==> src/rtl/ls_arbiter.sv <==
// Local-store port arbiter: shares one single-ported SRAM between odd-pipe load/store and
// instruction fetch, with starvation-driven fetch priority and a fixed 2-cycle read pipeline.
module ls_arbiter #(
   parameter int STARVE_LIMIT = 4
) (
   input  logic          clk,
   input  logic          reset,
   input  logic          ldst_req,
   input  logic          ldst_we,
   input  logic [0:31]   ldst_lsa,
   input  logic [0:127]  ldst_wdata,
   input  logic [0:6]    ldst_rt_addr,
   output logic          ldst_ack,
   output logic          ldst_rvalid,
   output logic [127:0]  ldst_rdata,
   output logic [6:0]    ldst_rt_addr_out,
   input  logic          if_req,
   input  logic [0:31]   if_lsa,
   output logic          if_ack,
   output logic          if_rvalid,
   output logic [127:0]  if_rdata,
   input  logic          flush,
   output logic          ls_en,
   output logic          ls_we,
   output logic [0:10]   ls_addr,
   output logic [127:0]  ls_wdata,
   input  logic [127:0]  ls_rdata
);

   localparam logic [3:0] LIMIT = 4'(STARVE_LIMIT);

   typedef enum logic {NORMAL, FETCH_PRI} state_t;

   state_t     state;
   state_t     state_next;
   logic [3:0] starve_cnt;
   logic [3:0] starve_cnt_next;
   logic       ldst_ok;
   logic       fetch_ok;
   logic       s1_ld_valid;
   logic       s1_if_valid;
   logic [6:0] s1_rt_addr;
   logic       unused_lsa_bits;

   // Line index comes from lsa[17:27]; the remaining address bits are don't-care.
   assign unused_lsa_bits = ^{ldst_lsa[0:16], ldst_lsa[28:31], if_lsa[0:16], if_lsa[28:31]};

   assign ldst_ok  = ldst_req & ~reset;
   assign fetch_ok = if_req & ~flush & ~reset;

   always_comb begin
      ldst_ack = 1'b0;
      if_ack   = 1'b0;
      if (state == FETCH_PRI) begin
         if_ack   = fetch_ok;
         ldst_ack = ldst_ok & ~fetch_ok;
      end else begin
         ldst_ack = ldst_ok;
         if_ack   = fetch_ok & ~ldst_ok;
      end
   end

   // Fetch priority is entered on the cycle the counter would reach the limit, so the next cycle favours fetch.
   always_comb begin
      starve_cnt_next = starve_cnt;
      state_next      = state;
      if (if_ack || !if_req || flush) begin
         starve_cnt_next = 4'd0;
      end else if (ldst_ack) begin
         starve_cnt_next = starve_cnt + 4'd1;
      end
      case (state)
         NORMAL: begin
            if (starve_cnt_next >= LIMIT) begin
               state_next = FETCH_PRI;
            end
         end
         FETCH_PRI: begin
            if (if_ack || flush) begin
               state_next = NORMAL;
            end
         end
         default: state_next = NORMAL;
      endcase
   end

   always_ff @(posedge clk or posedge reset) begin
      if (reset) begin
         state      <= NORMAL;
         starve_cnt <= 4'd0;
      end else begin
         state      <= state_next;
         starve_cnt <= starve_cnt_next;
      end
   end

   assign ls_en    = ldst_ack | if_ack;
   assign ls_we    = ldst_ack & ldst_we;
   assign ls_addr  = ldst_ack ? ldst_lsa[17:27] : if_lsa[17:27];
   assign ls_wdata = (ldst_ack && ldst_we) ? ldst_wdata : '0;

   // Stage 1 tracks the grant while the SRAM reads; stage 2 captures the data and raises rvalid.
   always_ff @(posedge clk or posedge reset) begin
      if (reset) begin
         s1_ld_valid      <= 1'b0;
         s1_if_valid      <= 1'b0;
         s1_rt_addr       <= 7'd0;
         ldst_rvalid      <= 1'b0;
         if_rvalid        <= 1'b0;
         ldst_rdata       <= '0;
         if_rdata         <= '0;
         ldst_rt_addr_out <= 7'd0;
      end else begin
         s1_ld_valid <= ldst_ack & ~ldst_we;
         s1_if_valid <= if_ack;
         if (ldst_ack) begin
            s1_rt_addr <= ldst_rt_addr;
         end
         ldst_rvalid <= s1_ld_valid;
         if_rvalid   <= s1_if_valid & ~flush;
         if (s1_ld_valid) begin
            ldst_rdata       <= ls_rdata;
            ldst_rt_addr_out <= s1_rt_addr;
         end
         if (s1_if_valid && !flush) begin
            if_rdata <= ls_rdata;
         end
      end
   end

endmodule

==> config.mk <==
export PLATFORM = sky130hd
export DESIGN_NAME = ls_arbiter
export DESIGN_NICKNAME = d
export VERILOG_FILES = /design/src/rtl/ls_arbiter.sv
export SDC_FILE = /design/constraint.sdc
export NUM_CORES = 1
export LEC_CHECK = 0
export ABC_AREA = 1
export CORE_AREA = 4 4 285 287
export DETAILED_ROUTE_END_ITERATION = 8
export DIE_AREA = 0 0 289 291
export PLACE_DENSITY_LB_ADDON = 0.12
export SETUP_SLACK_MARGIN = 0.5
export SYNTH_ARGS = -nofsm -noshare
export SYNTH_HDL_FRONTEND = slang
export SYNTH_SLANG_ARGS = --single-unit
==> constraint.sdc <==
create_clock -name clk -period 11.9 [get_ports clk]
set_input_delay 1.19 -clock clk [delete_from_list [all_inputs] [get_ports clk]]
set_output_delay 1.19 -clock clk [all_outputs]
set_load 0.05 [all_outputs]
==> run summary <==
Initial antenna violation count: 8
Arrival @ worst endpoint: 4870 ps
Final setup fails: 0
RSZ-0062 raised after global routing: false
Register area share after synthesis: 0.588
Design area: 0.0212 sq mm
First-pass iteration count of the detailed router: 6
Netlist Area Pre-Place: 0.0119 sq mm
Outcome: completed
Yosys top cell area share: 0.588
Ratio of cells with drive above 1 in the final layout: 0.123
DIE HEIGHT: 291 microns
Worst Path Required: 10710 ps
Vias in the first global route: 11200
First-pass GRT wire length: 79.6 mm
Area of the core: 0.0786 sq mm
Max clock buf depth: 3
CTS tree: built
DR WL/cell: 18.4 microns
Rows: 103
Max stage delay on crit path: 860 ps
Hold Path Class: reg -> reg
Routed WL: 56.3 mm
CP bufs+invs: 4
Fin crit share: 0.510
Final hold violations: 0
Family with the most delay on the worst path: buffers and inverters
Area of the die: 0.0841 sq mm
Synth Net Count: 1632
CP most frequent cell: clkdlybuf4s50_1
CTS Root Cell: clkbuf_16
Setup TNS: 0 ps
Cell breakdown of the critical path: clkdlybuf4s50_1, nor2_4, nand2_4, inv_2, nand2_8, buf_4, nor2_2, clkdlybuf4s50_1
Placed cell area: 0.0199 sq mm
Critical path fanouts, max: 66
Final nets: 2311
Max-cap violation count: 0
Vias: 10800
GRT overflow: 0
CP Capture Type: output pin
Syn Area/Cell: 9.15 sq um
Clk_skew: 16.9 ps
Area contributors post-synth: dfrtp_1, nand2_1, inv_1, mux2_2, nor2_2
Reg clk slew, reported paths: 50 ps
Critical-path top delay cell: clkdlybuf4s50_1
GP Congestion: 0.844
Slew margin rel.: 0.287
Final Critical Period: 6060 ps
Max Fclk: 0.165 GHz
Vias per inst: 3.51
# hold bufs at CTS: 0
Post-CTS sizing: 0
Setup Buffers After CTS: 0
Syn Inst Count: 1298
Clk sinks: 279
Initial Util: 0.151
I/O pins: 741
Layout area overhead: 78.8%
Htree depth: 2
Clk_lat worst skew: 560 ps
DP HPWL: 43.1 mm
Synth area leader: dfrtp_1
Drt drc: 0
Critical path class: in -> out
Distinct cells, synth: 20
Static leakage: 9.65 nW
Total GRT Usage: 0.128
Port Buffers: 698
Pins over their slew limit: 0
Yosys reg bits: 279
Detail Route Antenna Nets: 0
Pwr/cell area: 182 mW/mm^2
Worst Max-Slew Pin Slew: 1070 ps
Die Wd: 289 microns
Total CTS buffers: 38
Fillers: 8400
Initial DRC count: 441
Maximum number of pins on one net before global-route repair: 128
Worst vdd ir: 0.100 mV
Crit path launch type: input port
Yosys warning count: 0
## cell usage after synthesis
master,count
clkbuf_1,19
buf_4,1
nand4_1,1
inv_1,211
nand2_1,308
ha_1,1
nand2_4,1
nor2_2,100
buf_6,12
nand2_2,1
mux2_2,60
nor2_4,1
nand3_1,3
dfrtp_1,279
xor2_1,2
buf_2,36
o21ai_0,75
a21oi_1,76
inv_2,4
nor2_1,107
## state kept, by name (all words and copies together), names as in the netlist, 4 cells and up
register / flops
if_rdata: 128
ldst_rdata: 128
ldst_rt_addr_out: 7
s1_rt_addr: 7
starve_cnt: 4
## layout by cell type, fill, tap and decap left out
cell	synthesis	layout
ha_1	1	1
clkbuf_8	0	15
nor2_4	1	1
mux2_2	60	60
buf_4	1	9
clkinvlp_4	0	2
clkdlybuf4s50_1	0	698
bufinv_16	0	2
dfrtp_1	279	278
xor2_1	2	2
clkbuf_16	0	39
nand3_1	3	3
a21oi_1	76	76
nor2_2	100	100
inv_8	0	2
clkbuf_1	19	2
o21ai_0	75	75
diode_2	0	8
inv_1	211	210
inv_2	4	4
dfrtp_4	0	1
nand2_4	1	2
nand4_1	1	1
clkinv_2	0	6
nand2_8	0	1
nand2_1	308	307
nor2_1	107	107
clkinv_8	0	2
## tightest hold or removal path: cells and delay by family (launching register included)
kind,cells,cell delay [ps]
AND/OR/NAND/NOR,2,100
flip-flops,1,340
## per-layer routing
layer / up-vias / wire length (microns) / global-route usage
met4: 2 / 1630 / 0.0427
met1: 5017 / 19200 / 0.126
li1: 5287 / - / -
met3: 67 / 5160 / 0.0450
met5: - / 13 / 0
met2: 393 / 30300 / 0.246
## area by class of cell
cell class / instances / area, sq um / share of cell area
antenna: 8 / 20.0 / 0.000942
clock buffer: 56 / 1190 / 0.0560
clock inverter: 13 / 149 / 0.00701
inverter: 215 / 815 / 0.0383
multi-input combinational: 736 / 3720 / 0.175
sequential: 279 / 6990 / 0.329
tap: 1050 / 1310 / 0.0618
timing repair buffer: 707 / 7050 / 0.332
## through the flow
stage	setup WS, ps	power, mW	instances	utilization	hold slack [ps]
6_report	5840	3.87	3064	0.270	473
4_1_cts	5700	3.95	3056	0.270	478
3_3_place_gp	5750	2.70	2987	0.253	458
5_1_grt	5490	4.05	3059	0.270	494
3_5_place_dp	5700	2.70	2987	0.253	463
2_1_floorplan	3020	2.08	1298	-	379
## power by group
part           total (mW)  switching, mW  leakage [nW]  internal, mW
clock                1.20          0.466         0.663         0.739
combinational        1.44          0.962          5.63         0.480
sequential           1.22         0.0983          3.36          1.12
total                3.87           1.53          9.65          2.34
## final timing paths
kind	from	endpoint	slack, ps	cells past startpoint
min in group asynchronous	reset	state	1360	2
max reg2reg	s1_ld_valid	ldst_rdata[118]	9440	2
min	s1_rt_addr[4]	s1_rt_addr[4]	470	2
max	reset	ls_wdata[38]	5840	8
max in group asynchronous	reset	if_rdata[51]	8540	4
min reg2reg	s1_rt_addr[4]	s1_rt_addr[4]	470	2
## logic make-up (layout without fill, tap and decap cells)
kind of cell    Yosys count  after routing  share of synthesized area
simple gates            522            522                      0.188
buf+inv                 283            991                      0.101
flops                   279            279                      0.588
compound gates          151            151                     0.0636
mux                      60             60                     0.0569
xor+xnor                  2              2                    0.00148
fa+ha+maj                 1              1                    0.00105
other cells               0              8                          0
(Power assumes the default switching activity.)
